<file path="config.mk">
export PLATFORM = sky130hd
export DESIGN_NAME = alu_acc_ctrl
export DESIGN_NICKNAME = d
export VERILOG_FILES = /design/src/rtl/alu_acc_ctrl.sv
export SDC_FILE = /design/constraint.sdc
export NUM_CORES = 1
export LEC_CHECK = 0
export ABC_CLOCK_PERIOD_IN_PS = 1800
export CAP_MARGIN = 15
export CORE_ASPECT_RATIO = 1.1
export CORE_UTILIZATION = 41
export DETAILED_ROUTE_END_ITERATION = 10
export GPL_TIMING_DRIVEN = 0
export PLACE_DENSITY = 0.76
export SYNTH_ARGS = -nofsm -noshare
export SYNTH_HDL_FRONTEND = slang
export SYNTH_SLANG_ARGS = --single-unit
</file>
<file path="constraint.sdc">
create_clock -name clk -period 1.8 [get_ports clk]
set_input_delay 0.27 -clock clk [delete_from_list [all_inputs] [get_ports clk]]
set_output_delay 0.27 -clock clk [all_outputs]
set_load 0.02 [all_outputs]
</file>
<file path="src/rtl/alu_acc_ctrl.sv">
// Accumulator controller for a combinational 12-bit ALU: accepts load/op commands,
// sequences IDLE -> ISSUE -> WRITE for ALU ops and keeps flags, sticky overflow and op count.
module alu_acc_ctrl #(
    parameter int WIDTH = 12
) (
    input  logic             clk,
    input  logic             rst_n,
    input  logic             cmd_valid,
    output logic             cmd_ready,
    input  logic             cmd_load,
    input  logic [2:0]       cmd_op,
    input  logic [WIDTH-1:0] cmd_data,
    output logic [WIDTH-1:0] alu_a,
    output logic [WIDTH-1:0] alu_b,
    output logic [2:0]       alu_op,
    input  logic [WIDTH-1:0] alu_out,
    input  logic             alu_cout,
    input  logic             alu_sign,
    input  logic             alu_overflow,
    output logic [WIDTH-1:0] acc,
    output logic             flag_cout,
    output logic             flag_sign,
    output logic             flag_ovf,
    output logic             sticky_ovf,
    input  logic             clr_sticky,
    output logic             done,
    output logic [7:0]       op_count
);

    typedef enum logic [1:0] {IDLE, ISSUE, WRITE} state_t;

    state_t           r_state, w_next;
    logic             r_rdy_en;
    logic [WIDTH-1:0] r_acc, r_opnd;
    logic [2:0]       r_op;
    logic             r_cout, r_sign, r_ovf, r_sticky, r_done;
    logic [7:0]       r_cnt;
    logic             w_load_hs, w_op_hs, w_write;

    always_ff @(posedge clk or negedge rst_n) begin
        if (!rst_n) r_state <= IDLE;
        else        r_state <= w_next;
    end

    // r_rdy_en keeps cmd_ready low until the first edge after reset release.
    always_comb begin
        w_next    = r_state;
        cmd_ready = 1'b0;
        w_load_hs = 1'b0;
        w_op_hs   = 1'b0;
        w_write   = 1'b0;
        case (r_state)
            IDLE: begin
                cmd_ready = r_rdy_en;
                if (cmd_valid && r_rdy_en) begin
                    if (cmd_load) begin
                        w_load_hs = 1'b1;
                    end else begin
                        w_op_hs = 1'b1;
                        w_next  = ISSUE;
                    end
                end
            end
            ISSUE: w_next = WRITE;
            WRITE: begin
                w_write = 1'b1;
                w_next  = IDLE;
            end
            default: w_next = IDLE;
        endcase
    end

    always_ff @(posedge clk or negedge rst_n) begin
        if (!rst_n) begin
            r_rdy_en <= 1'b0;
            r_acc    <= '0;
            r_opnd   <= '0;
            r_op     <= '0;
            r_cout   <= 1'b0;
            r_sign   <= 1'b0;
            r_ovf    <= 1'b0;
            r_sticky <= 1'b0;
            r_done   <= 1'b0;
            r_cnt    <= '0;
        end else begin
            r_rdy_en <= 1'b1;
            r_done   <= w_load_hs | w_write;
            if (w_load_hs) r_acc <= cmd_data;
            if (w_op_hs) begin
                r_opnd <= cmd_data;
                r_op   <= cmd_op;
            end
            if (w_write) begin
                r_acc  <= alu_out;
                r_cout <= alu_cout;
                r_sign <= alu_sign;
                r_ovf  <= alu_overflow;
                r_cnt  <= r_cnt + 8'd1;
            end
            // A new overflow takes priority over a same-cycle clear.
            if (w_write && alu_overflow) r_sticky <= 1'b1;
            else if (clr_sticky)         r_sticky <= 1'b0;
        end
    end

    assign alu_a      = r_acc;
    assign alu_b      = r_opnd;
    assign alu_op     = r_op;
    assign acc        = r_acc;
    assign flag_cout  = r_cout;
    assign flag_sign  = r_sign;
    assign flag_ovf   = r_ovf;
    assign sticky_ovf = r_sticky;
    assign done       = r_done;
    assign op_count   = r_cnt;

endmodule

</file>
Yosys cells after proc, flatten, opt, wreduce, memory -nomap -nowiden
Cells that the tools add are included.
{"block": "classes", "muxes": 15, "addsub": 1, "bitwise": 1, "n_eq_ne": 4, "n_reduce_logical": 6}
{"op": "$mux 12", "count": 2}
{"op": "$mux 1", "count": 10}
{"op": "$add 8x1->8 const B", "count": 1}
{"op": "$mux 2", "count": 2}
{"op": "$ne 2x2->1 const B", "count": 2}
{"op": "$pmux 2 s2", "count": 1}
{"op": "$reduce_bool 2->1", "count": 2}
{"op": "$eq 2x1->1 const B", "count": 1}
{"op": "$eq 2x2->1 const B", "count": 1}
{"op": "$logic_and 1x1->1", "count": 2}
{"op": "$logic_not 2->1", "count": 1}
{"op": "$reduce_and 2->1", "count": 1}
{"op": "$or 1x1->1", "count": 1}
{"block": "word_totals", "inputBits": 35, "regBits": 43}

Logic depth before layout (Yosys ltp)
Gate-level depths: netlist (run 1).
{"block": "logic_depth", "ltp_word": 5, "ltp_mapped": 5, "ltp_nobuf": 3}

Least setup slack after synthesis (run 1)
No wires, ideal clock.
{"block": "synth_path", "path_type": "register to register", "startpoint": "reg r_state[0]", "endpoint": "reg r_opnd[10] (netlist: alu_b[10])", "path_buffers": 2, "path_slack_ns": 0.090, "stages_incl_launch_ff": 6, "setup_time_ns": 0.125, "arrival_time_ns": 1.585, "synth_period_minus_slack_ns": 1.710, "path_cell_list": "dfrtp_1 > nor3b_2 > and3b_1 > buf_4 > buf_6 > mux2_2"}
{"block": "synth_via", "elab_chain_len": 2}
{"element": "start: declaration", "line_no": "32", "rtl": "state_t r_state, w_next;"}
{"element": "start signal: assignment", "line_no": "42", "rtl": "else r_state <= w_next;"}
{"element": "$logic_not 2->1", "line_no": "52", "rtl": "case (r_state)"}
{"element": "$mux 1", "line_no": "52"}
{"element": "end signal: assignment", "line_no": "90", "rtl": "r_opnd <= cmd_data;"}
{"element": "end: declaration", "line_no": "34", "rtl": "logic [WIDTH-1:0] r_acc, r_opnd;"}
No other way between the ends.
A chain may end at the register's enable or synchronous reset.

Final worst setup path (run 1)
{"block": "layout_path", "startpoint": "reg r_acc[9] (netlist: acc[9])", "endpoint": "out alu_a[9]"}
{"element": "start: declaration", "line_no": "34"}
{"element": "start signal: assignment", "line_no": "88", "rtl": "if (w_load_hs) r_acc <= cmd_data;"}
{"element": "start signal: assignment", "line_no": "94", "rtl": "r_acc <= alu_out;"}
{"element": "end: declaration", "line_no": "13", "rtl": "output logic [WIDTH-1:0] alu_a,"}
No word-level cell between the ends.

==> flow_metrics.env, run 1 <==
export IMPL_status="finished, final reports clean"
export IMPL_gr_total_overflow=0
export IMPL_syn_nets=173
export IMPL_core_area_mm2=0.00441
export IMPL_path_max_fanout=3
export IMPL_ys_types=22
export IMPL_syn_inst=137
export IMPL_power_mw=3.41
export IMPL_timing_rr_end="alu_b[8]"
export IMPL_startpoint_type="flop"
export IMPL_grt_pass1_wl_mm=6.60
export IMPL_final_common_cell="clkdlybuf4s50_1"
export IMPL_port_buffers=87
export IMPL_diodes=0
export IMPL_row_count=25
export IMPL_start_util=0.439
export IMPL_rrSetupSlack_ns=0.18
export IMPL_max_freq_ghz=0.605
export IMPL_grt_pass1_vias=1439
export IMPL_setup_viol=0
export IMPL_final_area_mm2=0.00300
export IMPL_dpl_hpwl_mm=3.27
export IMPL_synth_seq_area_share=0.556
export IMPL_drive_gt1_frac=0.295
export IMPL_cts_buffers=5
export IMPL_hold_violations=0
export IMPL_setup_worst_path_end="alu_a[9]"
export IMPL_h_tree_depth=2
export IMPL_crit_path_start="acc[9]"
export IMPL_drt_iter0_markers=23
export IMPL_die_x_um=67.5
export IMPL_syn_area_per_cell_um2=14.1
export IMPL_p_leak_nw=1.32
export IMPL_gp_congestion=0.725
export IMPL_yosysTopAreaCell="dfrtp_1"
export IMPL_nNetsFinal=269
export IMPL_wl_mm=4.24
export IMPL_cts_tree="built"
export IMPL_syn_to_final_growth_pct=54.9
export IMPL_ys_warnings_count=0
export IMPL_ff2ff_path_depth=5
export IMPL_dr_pass1_iters=3
export IMPL_dieArea_mm2=0.00500
export IMPL_antenna_left=0
export IMPL_grt_antenna_before_repair=0
export IMPL_worstSkewPairLatency_ns=0.28
export IMPL_cts_num_sinks=43
export IMPL_max_cap_violations=0
export IMPL_required_ns=1.53
export IMPL_rsz0062_at_grt="false"
export IMPL_final_fill_count=325
export IMPL_synthTopCellsByArea="dfrtp_1 (56%), mux2_2 (17%), mux2_4 (7.8%), buf_4 (5.4%), xnor2_1 (3.2%)"
export IMPL_io_pins=88
export IMPL_path_clk_slew_ns=0.08
export IMPL_drc_errors=0
export IMPL_die_h_um=74.1
export IMPL_rr_startpoint="r_state[0]"
export IMPL_vias=1359
export IMPL_cp_arrival_ns=1.38
export IMPL_drv_slew=0
export IMPL_power_density_mw_per_mm2=1140
export IMPL_avgViaCountPerCell=4.72
export IMPL_ys_seq_elements=43
export IMPL_finalClockSkew_ns=0.00232
export IMPL_root_buffer="clkbuf_8"
export IMPL_grt_max_degree=42
export IMPL_hp_class="primary input to async pin"
export IMPL_clock_path_buffers=2
export IMPL_path_class="flop to primary output"
export IMPL_post_route_period_util=0.918
export IMPL_ir_drop_mv=0.793
export IMPL_drt_wirelength_per_cell_um=14.7
export IMPL_grtUsageTotal=0.178
export IMPL_place_area_mm2=0.00289
export IMPL_synth_top_area_share=0.556
export IMPL_finalCriticalPeriod_ns=1.65
export IMPL_syn_area_mm2=0.00194
export IMPL_final_cell_mix="clkdlybuf4s50_1 (85), dfrtp_1 (43), mux2_2 (29)"
export IMPL_cp_end_kind="primary output"
-- power breakdown --
group          switching (mW)  internal (mW)
Combinational           0.616          0.805
Clock                   0.298          0.350
Sequential              0.166           1.17
-- kinds of logic (layout without fill, tap and decap cells) --
family,after synthesis,count (layout),synth area share
buffers and inverters,18,115,0.0782
XOR/XNOR,7,7,0.0317
flip-flops,43,43,0.556
multiplexers,39,39,0.246
adder cells (fa/ha/maj),1,1,0.00646
AND/OR/NAND/NOR,26,26,0.0737
AO/OA/AOI/OAI,2,2,0.00582
other,1,1,0.00194
-- sequential cells by signal, summed over array words and instances, names as in the netlist --
signal / flops
alu_b: 12
r_state: 2
sticky_ovf: 1
r_rdy_en: 1
flag_cout: 1
alu_op: 3
done: 1
flag_ovf: 1
op_count: 8
flag_sign: 1
acc: 12
-- Yosys cell counts --
master and instances:
buf_6 2, mux2_2 29, and2b_4 1, nor3b_2 1
xnor2_1 7, dfrtp_1 43, mux2_4 10, inv_1 1
buf_4 14, nand2_1 15, o21ai_0 1, and4b_2 1
and3_1 1, nor2_1 1, conb_1 1, nand2b_1 1
and3b_1 1, buf_12 1, ha_1 1, nand4_1 3
and2b_2 1, a31oi_1 1
-- routing by layer --
metal	routed length [µm]	vias up	track usage
met5	0	-	0
met4	22	0	0.0496
met3	266	2	0.0445
met2	2280	53	0.319
met1	1670	662	0.206
li1	-	642	-
-- how the worst min path moves through the flow --
stage,cells after the start,endpoint,slack [ns],from
2_1_floorplan,0,acc[0],-0.03,rst_n
6_report,2,acc[8],0.33,rst_n
3_3_place_gp,2,flag_cout,0.46,flag_cout
3_5_place_dp,1,acc[9],0.08,rst_n
5_1_grt,2,acc[8],0.33,rst_n
4_1_cts,2,acc[8],0.31,rst_n
-- area by class of cell --
type,count,area [µm²],share of cell area
plain buffers,17,148,0.0492
clock buffers,8,100,0.0334
inverters,1,3.75,0.00125
multi-input cells,76,708,0.236
flip-flops and latches,43,1080,0.359
well taps,54,67.6,0.0225
repair buffers,89,895,0.298
-- worst max-delay path: stages, from the launching register on --
cell             delay (ns)
dfrtp_1                0.38
buf_4                  0.12
clkdlybuf4s50_1        0.60
-- repair_timing --
item | 4_1_cts | 5_1_grt
setup endpoints to repair | 1 | 0
setup buffers | 0 | 0
gates resized for setup | 1 | 0
hold buffers | 1 | 0
endpoints found under the hold margin | 3 | 0
-- metrics by stage --
step	hold WS, ns	instances	util	setup slack [ns]	setup TNS [ns]
finish	0.330	288	0.680	0.147	0
global route	0.326	288	0.680	0.0544	0
global placement	0.460	278	0.652	-0.613	-26.54
floorplan	-0.0256	137	-	0.0897	0
detailed placement	0.0804	279	0.655	-0.0912	-0.547
CTS	0.313	288	0.680	0.134	0
Note: power is estimated with default switching activity, not from simulation.
==> run 2, diff against run 1 <==
==> constraint.sdc (replaced) <==
create_clock -name clk -period 1.8 [get_ports clk]
set_input_delay 0.18 -clock clk [delete_from_list [all_inputs] [get_ports clk]]
set_output_delay 0.18 -clock clk [all_outputs]
set_load 0.02 [all_outputs]
==> flow_metrics.env, run 2 (synthesized netlist as in run 1, its figures left out) <==
export IMPL_core_area_mm2=0.00441
export IMPL_die_h_um=74.1
export IMPL_ir_drop_mv=0.793
export IMPL_finalCriticalPeriod_ns=1.62
export IMPL_finalClockSkew_ns=0.00232
export IMPL_post_cts_buffers=0
export IMPL_final_fill_count=323
export IMPL_io_pins=88
export IMPL_grt_pass1_wl_mm=6.58
export IMPL_grt_antenna_before_repair=0
export IMPL_wl_mm=4.24
export IMPL_max_cap_violations=0
export IMPL_timing_rr_end="alu_b[8]"
export IMPL_worstSkewPairLatency_ns=0.28
export IMPL_path_clk_slew_ns=0.08
export IMPL_die_x_um=67.5
export IMPL_drt_wirelength_per_cell_um=14.7
export IMPL_final_cell_mix="clkdlybuf4s50_1 (85), dfrtp_1 (43), mux2_2 (29)"
export IMPL_port_buffers=87
export IMPL_gr_total_overflow=0
export IMPL_busiest_layer="met2"
export IMPL_syn_to_final_growth_pct=55.1
export IMPL_power_density_mw_per_mm2=1140
export IMPL_status="finished, final reports clean"
export IMPL_avgViaCountPerCell=4.72
export IMPL_globalRouteMet3Util=0.0445
export IMPL_row_count=25
export IMPL_vias=1359
export IMPL_dpl_hpwl_mm=3.27
export IMPL_cts_buffers=5
export IMPL_use_met2=0.318
export IMPL_multiInputGateArea_um2=708
export IMPL_globalRouteMet1Util=0.205
export IMPL_grtUsageTotal=0.177
export IMPL_cts_tree="built"
export IMPL_nNetsFinal=269
export IMPL_clock_path_buffers=2
export IMPL_grt_max_degree=42
export IMPL_hp_class="primary input to async pin"
export IMPL_dieArea_mm2=0.00500
export IMPL_placedCellCount=279
export IMPL_rsz0062_at_grt="false"
export IMPL_hold_violations=0
export IMPL_post_route_util=0.681
export IMPL_diodes=0
export IMPL_setup_viol=0
export IMPL_cts_num_sinks=43
export IMPL_rrSetupSlack_ns=0.18
export IMPL_post_route_period_util=0.900
export IMPL_max_freq_ghz=0.618
export IMPL_antenna_left=0
export IMPL_grt_pass1_vias=1437
export IMPL_ff2ff_path_depth=5
export IMPL_instances_no_fill=288
export IMPL_required_ns=1.96
export IMPL_path_max_fanout=10
export IMPL_ff_latch_area_mm2=0.00108
export IMPL_p_leak_nw=1.33
export IMPL_path_class="flop to flop"
export IMPL_drt_iter0_markers=23
export IMPL_cp_arrival_ns=1.78
export IMPL_h_tree_depth=2
export IMPL_cp_end_kind="flop"
export IMPL_startpoint_type="flop"
export IMPL_final_common_cell="clkdlybuf4s50_1"
export IMPL_dr_pass1_iters=3
export IMPL_rr_startpoint="r_state[0]"
export IMPL_drc_errors=0
export IMPL_root_buffer="clkbuf_8"
export IMPL_drive_gt1_frac=0.295
export IMPL_gp_congestion=0.725
export IMPL_drv_slew=0
export IMPL_start_util=0.439
run 2: cell types whose count changed in the layout (fill, tap and decap cells not counted), sizes merged:
cell,previous run,this run
dlygate4sd2,1,0
dlymetal6s2s,0,1
run 2: power by group:
group,internal (mW),switching [mW],total [mW]
registers,1.17,0.166,1.34
logic,0.806,0.616,1.42
clock network,0.350,0.298,0.648
run 2: critical path: stages (launching register included):
cell     delay, ns
dfrtp_1       0.44
nor3b_2       0.22
and3b_1       0.18
buf_4         0.16
buf_6         0.16
mux2_2        0.35
run 2: what timing repair did:
action / 4_1_cts / 5_1_grt
endpoints found under the setup margin: 0 / 1
hold buffers: 1 / 0
gates resized for setup: 0 / 1
hold endpoints to repair: 43 / 0
run 2: layout make-up:
cell class                      count  area share
Sequential cell                    43       0.358
Timing Repair Buffer               89       0.299
Multi-Input combinational cell     76       0.236
Buffer                             17      0.0492
Clock buffer                        8      0.0333
Tap cell                           54      0.0225
Inverter                            1     0.00125
run 2: how the worst max path moves through the flow:
stage / to / cells past startpoint / start
global route: alu_b[8] / 5 / r_state[0]
CTS: cmd_ready / 2 / r_state[0]
global placement: alu_b[0] / 1 / rst_n
finish: alu_b[8] / 5 / r_state[0]
floorplan: alu_b[10] / 5 / r_state[0]
detailed placement: acc[2] / 5 / cmd_valid
run 2: metrics by stage:
| step | area [µm²] | hold WS (ns) | power, mW | worst slack [ns] | TNS [ns] |
|---|---|---|---|---|---|
| after floorplan | 1940 | -0.116 | 2.05 | 0.0897 | 0 |
| after global placement | 2870 | 0.460 | 2.75 | -0.523 | -22.42 |
| after detailed placement | 2890 | -0.00958 | 2.79 | -0.00117 | -0.00117 |
| after CTS | 3000 | 0.223 | 3.46 | 0.0253 | 0 |
| after global routing | 3000 | 0.236 | 3.58 | 0.0548 | 0 |
| final | 3000 | 0.240 | 3.41 | 0.181 | 0 |
run 2: routing by layer:
metal	vias to the layer above	wire length (µm)
li1	642	-
met1	662	1670
met2	53	2280
met3	2	266
met4	0	22
met5	-	0
